[src/rtl/board_controller.sv]
// Owns the 3x3 board. Each placement is validated, written (evicting the mover's oldest mark),
// then checked for a line or a draw on the following cycle.
module board_controller #(
  parameter int MAX_MARKS = 3,
  parameter int MAX_MOVES = 30
) (
  input  logic       clk,
  input  logic       rst,
  input  logic       start,
  input  logic       place_valid,
  input  logic [3:0] place_loc,
  input  logic [1:0] place_mark,
  output logic       place_ack,
  output logic       place_err,
  output logic       busy,
  output logic [1:0] a0,
  output logic [1:0] a1,
  output logic [1:0] a2,
  output logic [1:0] a3,
  output logic [1:0] a4,
  output logic [1:0] a5,
  output logic [1:0] a6,
  output logic [1:0] a7,
  output logic [1:0] a8,
  output logic [3:0] next_elim_x,
  output logic [3:0] next_elim_o,
  output logic [5:0] move_count,
  output logic [1:0] gameend
);

  localparam logic [2:0] MAXC  = 3'(MAX_MARKS);
  localparam logic [5:0] MAXMV = 6'(MAX_MOVES);

  typedef enum logic [1:0] {
    S_IDLE  = 2'd0,
    S_PLAY  = 2'd1,
    S_CHECK = 2'd2,
    S_END   = 2'd3
  } state_e;

  state_e                 state_q, state_d;
  logic [8:0][1:0]        board_q, board_d;
  // Per-player history ring: index 0 = X, 1 = O.
  logic [1:0][3:0][3:0]   slot_q, slot_d;
  logic [1:0][1:0]        head_q, head_d;
  logic [1:0][2:0]        cnt_q, cnt_d;
  logic [1:0][3:0]        elim_q, elim_d;
  logic [1:0]             mover_q, mover_d;
  logic [5:0]             mc_q, mc_d;
  logic [1:0]             ge_q, ge_d;
  logic                   ack_q, ack_d;
  logic                   err_q, err_d;

  logic                   plyr_s;
  logic [1:0]             target_s;
  logic                   legal_s;
  logic [1:0]             tail_s;

  function automatic logic [1:0] wrap_add(input logic [1:0] ptr, input logic [2:0] n);
    logic [2:0] s;
    s = {1'b0, ptr} + n;
    if (s >= MAXC) begin
      s = s - MAXC;
    end else begin
      s = s;
    end
    return s[1:0];
  endfunction

  function automatic logic line_done(input logic [8:0][1:0] b, input logic [1:0] m);
    return (b[0] == m && b[1] == m && b[2] == m) ||
           (b[3] == m && b[4] == m && b[5] == m) ||
           (b[6] == m && b[7] == m && b[8] == m) ||
           (b[0] == m && b[3] == m && b[6] == m) ||
           (b[1] == m && b[4] == m && b[7] == m) ||
           (b[2] == m && b[5] == m && b[8] == m) ||
           (b[0] == m && b[4] == m && b[8] == m) ||
           (b[2] == m && b[4] == m && b[6] == m);
  endfunction

  // Next-state, board/queue update and pulse generation.
  always_comb begin
    state_d  = state_q;
    board_d  = board_q;
    slot_d   = slot_q;
    head_d   = head_q;
    cnt_d    = cnt_q;
    mover_d  = mover_q;
    mc_d     = mc_q;
    ge_d     = ge_q;
    ack_d    = 1'b0;
    err_d    = 1'b0;
    elim_d   = elim_q;
    plyr_s   = (place_mark == 2'b01);
    target_s = (place_loc <= 4'd8) ? board_q[place_loc] : 2'b11;
    legal_s  = (place_loc <= 4'd8) && (place_mark == 2'b10 || place_mark == 2'b01) &&
               (target_s == 2'b00);
    tail_s   = wrap_add(head_q[plyr_s], cnt_q[plyr_s]);

    case (state_q)
      S_IDLE, S_END: begin
        err_d = place_valid;
        if (start) begin
          board_d = '0;
          head_d  = '0;
          cnt_d   = '0;
          mc_d    = 6'd0;
          ge_d    = 2'b00;
          state_d = S_PLAY;
        end else begin
          state_d = state_q;
        end
      end
      S_PLAY: begin
        if (place_valid && legal_s) begin
          // When full, the tail slot coincides with the head: overwrite it and advance.
          if (cnt_q[plyr_s] == MAXC) begin
            board_d[slot_q[plyr_s][head_q[plyr_s]]] = 2'b00;
            slot_d[plyr_s][head_q[plyr_s]]          = place_loc;
            head_d[plyr_s]                          = wrap_add(head_q[plyr_s], 3'd1);
          end else begin
            slot_d[plyr_s][tail_s] = place_loc;
            cnt_d[plyr_s]          = cnt_q[plyr_s] + 3'd1;
          end
          board_d[place_loc] = place_mark;
          mover_d            = place_mark;
          mc_d               = (mc_q == 6'd63) ? mc_q : mc_q + 6'd1;
          ack_d              = 1'b1;
          state_d            = S_CHECK;
        end else if (place_valid) begin
          err_d = 1'b1;
        end else begin
          state_d = S_PLAY;
        end
      end
      S_CHECK: begin
        err_d = place_valid;
        if (line_done(board_q, mover_q)) begin
          ge_d    = mover_q;
          state_d = S_END;
        end else if (mc_q == MAXMV) begin
          ge_d    = 2'b11;
          state_d = S_END;
        end else begin
          state_d = S_PLAY;
        end
      end
      default: begin
        state_d = S_IDLE;
      end
    endcase

    for (int p = 0; p < 2; p++) begin
      if (cnt_d[p] == MAXC) begin
        elim_d[p] = slot_d[p][head_d[p]];
      end else begin
        elim_d[p] = 4'd9;
      end
    end
  end

  // State and datapath registers with asynchronous active-low reset.
  always_ff @(posedge clk or negedge rst) begin
    if (!rst) begin
      state_q <= S_IDLE;
      board_q <= '0;
      slot_q  <= '0;
      head_q  <= '0;
      cnt_q   <= '0;
      elim_q  <= {4'd9, 4'd9};
      mover_q <= 2'b00;
      mc_q    <= 6'd0;
      ge_q    <= 2'b00;
      ack_q   <= 1'b0;
      err_q   <= 1'b0;
    end else begin
      state_q <= state_d;
      board_q <= board_d;
      slot_q  <= slot_d;
      head_q  <= head_d;
      cnt_q   <= cnt_d;
      elim_q  <= elim_d;
      mover_q <= mover_d;
      mc_q    <= mc_d;
      ge_q    <= ge_d;
      ack_q   <= ack_d;
      err_q   <= err_d;
    end
  end

  assign place_ack   = ack_q;
  assign place_err   = err_q;
  assign busy        = (state_q == S_CHECK);
  assign a0          = board_q[0];
  assign a1          = board_q[1];
  assign a2          = board_q[2];
  assign a3          = board_q[3];
  assign a4          = board_q[4];
  assign a5          = board_q[5];
  assign a6          = board_q[6];
  assign a7          = board_q[7];
  assign a8          = board_q[8];
  assign next_elim_x = elim_q[0];
  assign next_elim_o = elim_q[1];
  assign move_count  = mc_q;
  assign gameend     = ge_q;

endmodule

[config.mk]
export PLATFORM = sky130hd
export DESIGN_NAME = board_controller
export DESIGN_NICKNAME = d
export VERILOG_FILES = /design/src/rtl/board_controller.sv
export SDC_FILE = /design/constraint.sdc
export NUM_CORES = 1
export LEC_CHECK = 0
export BUFFER_PORTS_ARGS = -buffer_cell sky130_fd_sc_hd__buf_2
export CORE_MARGIN = 5
export CORE_UTILIZATION = 60
export DETAILED_ROUTE_END_ITERATION = 8
export GPL_TIMING_DRIVEN = 0
export PLACE_DENSITY = 0.8
export SKIP_LAST_GASP = 1
export SYNTH_ARGS = -nofsm -noshare
export SYNTH_HDL_FRONTEND = slang
export SYNTH_SLANG_ARGS = --single-unit
[constraint.sdc]
create_clock -name clk -period 4.7 [get_ports clk]
set_clock_uncertainty 0.2 [all_clocks]
set_input_delay 0.705 -clock clk [delete_from_list [all_inputs] [get_ports clk]]
set_output_delay 0.705 -clock clk [all_outputs]
set_load 0.1 [all_outputs]
==> impl_metrics.yaml, run 1 <==
place:
  postPlaceCellArea_um2: 5670
  finalWeightedCongestion: 0.942
  dp_hpwl_um: 10900
  port_buffers: 45
clock_network:
  clock-root-buffer: "clkbuf_8"
  cts_inserted_buffers: 9
  tritoncts: "yes"
  cts.clk_slew.worst_paths_ns: 0.10
  htreeDepth: 3
  clock_latency_ns: 0.35
  cts_sinks: 82
  cts_buffer_depth: 2
timing:
  final_hold_viol_count: 0
  timing.final.crit_share_pct: 97.2
  finalMaxSlewViolations: 0
  tightestPinTransition_ns: 0.910
  fmax_ghz: 0.219
  tns_ns: 0
  setup_viol: 0
  slew_headroom_pct: 38.8
  fin_crit_ns: 4.57
finish:
  area_growth_pct: 11.9
  final_area_um2: 5910
  drive_above_1_share_pct: 20.6
  num_antenna_cells: 0
  fill_cells: 686
  nets: 640
setup_path:
  cp-start-kind: "primary input"
  r2r_slack_ns: 0.30
  cp.arrival_ns: 4.66
  cp_max_fo: 10
  end_kind: "flop"
  path_class: "primary input to flop"
  cp.required_ns: 4.79
global_routing:
  overflow: 0
  grt_first_pass_wirelength_um: 24000
  grt_usage_pct: 26.8
  grt_pass1_vias: 4868
  grt_max_degree: 76
  antenna_found_initial: 0
job:
  drv_cap: 0
floorplanning:
  fp.dieArea_um2: 10800
  floorplan.initialDensity_pct: 61.2
  core_um2: 8640
  die_h_um: 104
  boundaryPins: 47
  row_count: 34
  die_w_um: 104
route:
  firstDrtPassIters: 6
  route.detailed.drc: 0
  wirelength_um: 14600
  ant_nets: 0
  vias: 4866
  drt-vias-per-instance: 6.67
  drt-initial-drc-count: 459
  wl_per_cell_um: 20.0
synth:
  synth_edf_count: 0
  syn_area_per_cell_um2: 9.49
  synth_ff_type: "dfrtp_1"
  synth.top_cell.area_share_pct: 36.9
  synthCells: 557
  syn_area_um2: 5280
  async_flop_share_pct: 100
  ys_warn_count: 0
  postSynthNetCount: 581
  ys_ff_latch: 82
  synth-seq-area-share_pct: 38.9
  ys_top_cells_by_area: "dfrtp_1, mux2_2, ha_1, nand2_1, nor3_1"
  synth_largest_area_cell: "dfrtp_1"
  synth.distinct_cells: 74
power:
  cellLeakagePower_uw: 0.00272
  total_power_uw: 3330
  power_per_cell_area_nw_per_um2: 562
  ir_drop_v: 0.000312
worst_hold_path:
  hold_path.class: "flop to flop"
run_status:
  status: "completed"
[layout make-up]
class                      instances  area [um2]  share of cell area [%]
buffer                            25         116                    1.97
clock buffer                       9         124                    2.10
clock inverter                     7        58.8                   0.995
inverter                          31         116                    1.97
multi-input combinational        418        3020                    51.2
sequential                        82        2060                    34.8
tap                              108         135                    2.29
timing repair buffer              49         280                    4.74
[flip-flops by register name, indices dropped and copies added, names as in the netlist]
register     cells
a6               2
a8               2
a2               2
move_count       6
a1               2
place_ack        1
cnt_q            6
mover_q          2
a5               2
head_q           4
a4               2
a3               2
a0               2
place_err        1
a7               2
slot_q          32
next_elim_x      4
state_q          2
next_elim_o      4
gameend          2
[synthesized netlist by cell type (8+ instances only)]
library cell,n
a211oi_1,10
a21oi_1,19
and3_1,20
clkbuf_1,17
dfrtp_1,78
ha_1,14
inv_1,28
mux2_2,29
nand2_1,46
nand2b_1,9
nand3_1,19
nand3b_1,8
nor2_1,29
nor2b_1,15
nor3_1,27
o211ai_1,9
o21ai_0,13
o22ai_1,13
o2bb2ai_1,14
[stage by stage]
stage               utilization (%)  hold slack (ns)  setup WS (ns)  instances
global placement               65.4            0.297         -0.952        710
finish                         68.5            0.325          0.129        729
detailed placement             65.7            0.302          -1.00        711
floorplan                         -            0.209         0.0109        557
global route                   68.5            0.351        -0.0224        729
CTS                            68.2            0.326         0.0526        729
[routing by layer]
metal | up-vias | track usage, % | wire, um
met4 | 0 | 12.5 | 552
li1 | 2213 | - | -
met5 | - | 0 | 0
met1 | 2330 | 34.1 | 5870
met2 | 258 | 43.3 | 6970
met3 | 65 | 6.28 | 1210
[power breakdown]
part / leakage [uW] / switching, uW / internal [uW]
registers: 0.00109 / 182 / 859
clock network: 0.0000925 / 282 / 201
logic: 0.00155 / 1270 / 531
total: 0.00272 / 1730 / 1590
[what timing repair did]
action / CTS / global route
gates resized for setup: 3 / 4
hold buffers: 1 / 0
hold endpoints to repair: 7 / 0
buffers inserted: 2 / 0
setup endpoints to repair: 12 / 5
[critical path, stage by stage]
cell,delay (ns)
buf_2,0.11
inv_1,0.09
ha_1,0.16
buf_6,0.15
mux2i_4,0.27
inv_2,0.08
buf_2,0.22
xnor2_1,0.16
ha_1,0.33
ha_1,0.29
nor2_2,0.15
nand2_1,0.10
mux2i_4,0.22
mux2_4,0.34
a211o_2,0.42
mux2_4,0.33
a22o_1,0.23
a311o_1,0.31
[kinds of logic after synthesis]
family | synth area share, %
and+or+nand+nor | 20.1
adders and majority gates | 3.32
DFF | 38.9
buffers and inverters | 4.48
AOI/OAI and AO/OA | 20.3
xor gates and xnor gates | 2.15
muxes | 10.7
[cells in the final DEF (no fill, tap or decap), types with 7 or more instances in the layout]
cell type	n
clkbuf_8	9
o21ai_0	13
mux2i_1	7
nand3b_1	8
nor2_1	28
mux2_2	29
and3_1	20
dfrtp_1	78
clkbuf_1	16
nand2b_1	9
inv_1	27
a211oi_1	9
xor2_1	7
nor3b_1	7
buf_2	49
o22ai_1	13
ha_1	14
nor3_1	27
o2bb2ai_1	14
nor2b_1	15
a31oi_1	7
o211ai_1	9
nand3_1	19
a21oi_1	19
nand2_1	46
[final timing paths]
| kind | startpoint | to | cells past startpoint |
|---|---|---|---|
| hold / removal | slot_q[7] | slot_q[7] | 1 |
| setup reg to reg | head_q[3] | next_elim_x[0] | 15 |
| max in group asynchronous | rst | next_elim_o[3] | 3 |
| hold reg to reg | slot_q[7] | slot_q[7] | 1 |
| setup / recovery | place_mark[1] | next_elim_x[0] | 18 |
| min in group asynchronous | rst | move_count[3] | 2 |
No activity file was read; power rests on OpenSTA's default activity.
==> run 2, diff against run 1 <==
--- a/config.mk
+++ b/config.mk
@@ -11,6 +11,7 @@
 export DETAILED_ROUTE_END_ITERATION = 8
 export GPL_TIMING_DRIVEN = 0
 export PLACE_DENSITY = 0.8
+export REMOVE_ABC_BUFFERS = 1
 export SKIP_LAST_GASP = 1
 export SYNTH_ARGS = -nofsm -noshare
 export SYNTH_HDL_FRONTEND = slang
==> run 2 against run 1 <==
Global-route usage fell by 1.2 points; non-clock buffer count fell by 23; final area fell by 1.3%; clock power barely moved; combinational power fell by 4%; via count fell by 2.7%; first-iteration DRC count rose by 7.4%; final cell count fell by 3.2%; hold slack got worse by 0.28 ns; routed wire length fell by 4.0%; flip-flop and latch count did not move; critical path type unchanged; largest cell class unchanged.
==> impl_metrics.yaml, run 2 (synthesized netlist as in run 1, its figures left out) <==
setup_path:
  crit_path_frequent_cell: "ha_1"
  end_kind: "flop"
  cp.arrival_ns: 4.65
  cp_max_fo: 8
  crit-reg2reg-launch: "a5[0]"
  critPathTopFamily: "multiplexers"
  path_buf_inv: 3
  cp_slowest_stage_delay_ns: 0.43
  cp-startpoint: "place_mark[1]"
  slowest_stage: "a211o_2"
  cp-start-kind: "primary input"
  cp.required_ns: 4.79
  path_class: "primary input to flop"
  crit_chain: "buf_2, inv_1, ha_4, mux2i_4, inv_1, ha_1, ha_1, ha_1, nor2_1, nand2_1, mux2i_4, mux2_4, a211o_2, mux2_4, a22o_1, a311o_1"
clock_network:
  clock-root-buffer: "clkbuf_8"
  cts_inserted_buffers: 9
  cts.clk_slew.worst_paths_ns: 0.09
  cts_sinks: 82
  holdBufCountCts: 0
  clock_latency_ns: 0.36
  tritoncts: "yes"
  cts_buffer_depth: 2
  htreeDepth: 3
finish:
  final_cell_mix: "dfrtp_1, nand2_1, buf_2"
  largest_reg_flops: 32
  final_core_util_pct: 67.6
  regMostFlops: "slot_q"
  final_common_cell: "dfrtp_1"
  area_growth_pct: 10.5
  final_area_um2: 5840
  fill_cells: 662
  drive_above_1_share_pct: 20.7
  num_antenna_cells: 0
  nets: 617
route:
  ant_nets: 0
  route.detailed.drc: 0
  drt-initial-drc-count: 493
  drt-vias-per-instance: 6.71
  firstDrtPassIters: 7
  vias: 4735
  wirelength_um: 14000
  wl_per_cell_um: 19.9
global_routing:
  grt_usage_pct: 25.6
  grt_first_pass_wirelength_um: 22900
  grt_pass1_vias: 4614
  antenna_found_initial: 0
  overflow: 0
  grt_max_degree: 59
worst_hold_path:
  hold_path.class: "primary input to async pin"
place:
  port_buffers: 46
  dp_hpwl_um: 10000
  postPlaceCellArea_um2: 5560
  dp_slack_ns: -1.40
  finalWeightedCongestion: 0.920
timing:
  tightestPinTransition_ns: 0.802
  rsz0062_at_grt: "true"
  tns_ns: 0
  fmax_ghz: 0.219
  slew_headroom_pct: 46.2
  setup_ws_ns: 0.141
  setup_viol: 0
  fin_crit_ns: 4.56
  finalMaxSlewViolations: 0
  final_hold_viol_count: 0
  timing.final.crit_share_pct: 97.0
floorplanning:
  row_count: 34
  floorplan.initialDensity_pct: 61.2
  core_um2: 8640
  die_w_um: 104
  die_h_um: 104
  boundaryPins: 47
  fp.dieArea_um2: 10800
run_status:
  status: "completed"
power:
  power_per_cell_area_nw_per_um2: 563
  cellLeakagePower_uw: 0.00268
  ir_drop_v: 0.000278
job:
  drv_cap: 0
==> run 2: cell types whose count changed in the layout (fill, tap and decap cells not counted), sizes merged <==
cell / change
clkbuf: -16
buf: -5
inv: -2
clkinvlp: +1
dlygate4sd3: -1
==> run 2: worst register-to-register path: stages (launching register included) <==
cell      delay (ns)
dfrtp_1         0.45
or4b_1          0.53
o311a_1         0.17
a221oi_2        0.61
nand2_1         0.56
a21oi_1         0.73
mux2_2          0.42
nand2b_1        0.14
a311o_1         0.35
==> run 2: layer usage <==
layer / track usage [%] / up-vias / part of all wire (%) / wire [um]
met5: 0 / - / 0 / 0
met4: 11.2 / 0 / 3.1 / 436
met3: 4.66 / 43 / 6.3 / 887
met2: 42.7 / 220 / 49 / 6820
met1: 32.4 / 2298 / 42 / 5870
li1: - / 2174 / - / -
==> run 2: where the power goes <==
part           total, uW  leakage, uW  internal [uW]  switching, uW
Clock                484    0.0000895            212            272
Combinational       1720      0.00151            520           1200
Sequential          1080      0.00109            859            218
Total               3280      0.00268           1590           1690
==> run 2: metrics by stage <==
step | instances | hold slack [ns] | power [uW]
global placement | 685 | 0.291 | 2730
detailed placement | 686 | 0.298 | 2780
CTS | 704 | 0.0573 | 3270
finish | 706 | 0.0495 | 3280
global route | 706 | 0.0619 | 3480
floorplan | 531 | 0.209 | 2390
==> run 2: final cells by class <==
type	count	area [um2]	share of cell area, %
clock buffer	10	138	2.36
timing repair buffer	51	290	4.97
tap	108	135	2.32
inverter	31	116	1.99
sequential	82	2060	35.2
multi-input combinational	418	3050	52.3
clock inverter	6	50.0	0.857
==> run 2: final timing paths <==
check	end	slack, ns	cells past startpoint
max reg2reg	next_elim_x[3]	0.49	8
max in group asynchronous	next_elim_x[3]	3.61	2
min in group clk	slot_q[9]	0.31	1
min	move_count[2]	0.05	1
min reg2reg	slot_q[9]	0.31	1
max	next_elim_x[0]	0.14	16
==> run 2: timing repair <==
action,in CTS,in global routing
endpoints found under the hold margin,0,0
pin swaps,0,1
setup buffers,2,2
gates resized for setup,5,4
endpoints found under the setup margin,33,6
==> run 3, diff against run 2 <==
--- a/config.mk
+++ b/config.mk
@@ -12,6 +12,7 @@
 export GPL_TIMING_DRIVEN = 0
 export PLACE_DENSITY = 0.8
 export REMOVE_ABC_BUFFERS = 1
+export SETUP_SLACK_MARGIN = 0.3
 export SKIP_LAST_GASP = 1
 export SYNTH_ARGS = -nofsm -noshare
 export SYNTH_HDL_FRONTEND = slang
==> run 3 against run 2 <==
Critical path depth fell by 2; largest power group unchanged; clock-buffer cell count did not move; final area rose by 0.99%; non-clock buffer count rose by 4; critical endpoint is now next_elim_o[2]; fmax rose by 5.3%; sequential share of layout area fell by 0.34 points; highest routed layer unchanged; hold slack got worse by 0.0067 ns; total power rose by 0.32%.
==> impl_metrics.yaml, run 3 (synthesized netlist as in run 1, its figures left out) <==
run_status:
  status: "completed"
finish:
  num_antenna_cells: 0
  multi_input_area_um2: 3060
  largest_reg_flops: 32
  final_core_util_pct: 68.3
  area_growth_pct: 11.6
  fin_cells: 710
  nets: 621
  final_cell_mix: "dfrtp_1, nand2_1, buf_2"
  final_common_cell: "dfrtp_1"
  final_area_um2: 5890
  seqCellArea_um2: 2060
  regMostFlops: "slot_q"
  drive_above_1_share_pct: 22.3
  fill_cells: 656
timing:
  finalMaxSlewViolations: 0
  fmax_ghz: 0.231
  slew_headroom_pct: 45.7
  setup_viol: 0
  rsz0062_at_grt: "true"
  final_hold_viol_count: 0
  setup_ws_ns: 0.368
  tightestPinTransition_ns: 0.809
  tns_ns: 0
  timing.final.crit_share_pct: 92.2
  fin_crit_ns: 4.33
global_routing:
  grt_first_pass_wirelength_um: 23100
  overflow: 0
  grt_max_degree: 59
  grt_pass1_vias: 4665
  grt_usage_pct: 25.9
  antenna_found_initial: 0
route:
  wirelength_um: 14200
  route.detailed.drc: 0
  vias: 4772
  drt-vias-per-instance: 6.72
  wl_per_cell_um: 20.0
  ant_nets: 0
  firstDrtPassIters: 5
  drt-initial-drc-count: 400
worst_hold_path:
  hold_path.class: "primary input to async pin"
floorplanning:
  core_um2: 8640
  die_w_um: 104
  boundaryPins: 47
  floorplan.initialDensity_pct: 61.2
  row_count: 34
  fp.dieArea_um2: 10800
  die_h_um: 104
job:
  drv_cap: 0
setup_path:
  cp.required_ns: 4.71
  cp.arrival_ns: 4.34
  path_class: "primary input to flop"
  cp-startpoint: "place_mark[1]"
  cp_max_fo: 14
  crit-reg2reg-launch: "head_q[1]"
  cp-start-kind: "primary input"
  end_kind: "flop"
clock_network:
  cts_sinks: 82
  clock-root-buffer: "clkbuf_8"
  cts_inserted_buffers: 9
  holdBufCountCts: 0
  cts_buffer_depth: 2
  tritoncts: "yes"
  cts.clk_slew.worst_paths_ns: 0.08
  clock_latency_ns: 0.36
  htreeDepth: 3
place:
  placed_cells: 686
  port_buffers: 46
  postPlaceCellArea_um2: 5560
  finalWeightedCongestion: 0.920
  dp_slack_ns: -1.40
  dp_hpwl_um: 10000
power:
  power_per_cell_area_nw_per_um2: 559
  ir_drop_v: 0.000281
  cellLeakagePower_uw: 0.00270
[run 3: changes by cell type in the layout (fill, tap and decap cells not counted)]
cell | before | now
a21oi_1 | 19 | 17
a21oi_2 | 1 | 3
buf_12 | 0 | 1
buf_4 | 5 | 8
ha_1 | 12 | 11
ha_2 | 0 | 1
inv_1 | 28 | 26
inv_2 | 2 | 3
inv_4 | 0 | 1
nand2_1 | 46 | 45
nand2_2 | 0 | 1
[run 3: final timing paths]
kind | depth (start not counted) | end | slack (ns)
setup / recovery | 14 | next_elim_o[2] | 0.37
hold / removal | 1 | move_count[2] | 0.04
setup reg to reg | 13 | next_elim_x[0] | 0.67
hold reg to reg | 1 | slot_q[9] | 0.32
max in group asynchronous | 2 | next_elim_x[3] | 3.62
min in group clk | 1 | slot_q[9] | 0.32
[run 3: per-layer routing]
metal / wire length (um) / up-vias / GRT usage, %
li1: - / 2188 / -
met1: 5790 / 2291 / 32.4
met2: 6830 / 233 / 43.2
met3: 1010 / 60 / 4.85
met4: 568 / 0 / 12.5
met5: 0 / - / 0
[run 3: worst max-delay path, stage by stage]
cell and delay, ns:
buf_2 0.11, inv_2 0.10, ha_4 0.20, buf_4 0.15, mux2_2 0.39, inv_1 0.18
ha_1 0.51, nand3_1 0.14, a21oi_1 0.25, a21oi_1 0.12, nor2b_1 0.46, clkinv_1 0.42
o32ai_1 0.40, a31oi_1 0.19
[run 3: what timing repair did]
item                                    CTS  global route
pin swaps                                 2             0
setup buffers                             7             1
resized for setup                        12             4
endpoints found under the setup margin   39            24
[run 3: where the power goes]
group	switching (uW)	leakage [uW]	internal [uW]
sequential	219	0.00109	859
combinational	1210	0.00152	525
clock	275	0.0000895	212
total	1700	0.00270	1600
[run 3: final cells by class]
| cell class | count | share of cell area (%) |
|---|---|---|
| Timing Repair Buffer | 55 | 5.65 |
| Tap cell | 108 | 2.29 |
| Inverter | 31 | 2.02 |
| Clock inverter | 6 | 0.849 |
| Sequential cell | 82 | 34.9 |
| Multi-Input combinational cell | 418 | 52.0 |
| Clock buffer | 10 | 2.33 |
[run 3: through the flow]
step	hold WS, ns	total power [uW]
final	0.0428	3290
after global placement	0.291	2730
after global routing	0.0619	3500
after CTS	0.0573	3270
after floorplan	0.209	2390
after detailed placement	0.298	2780
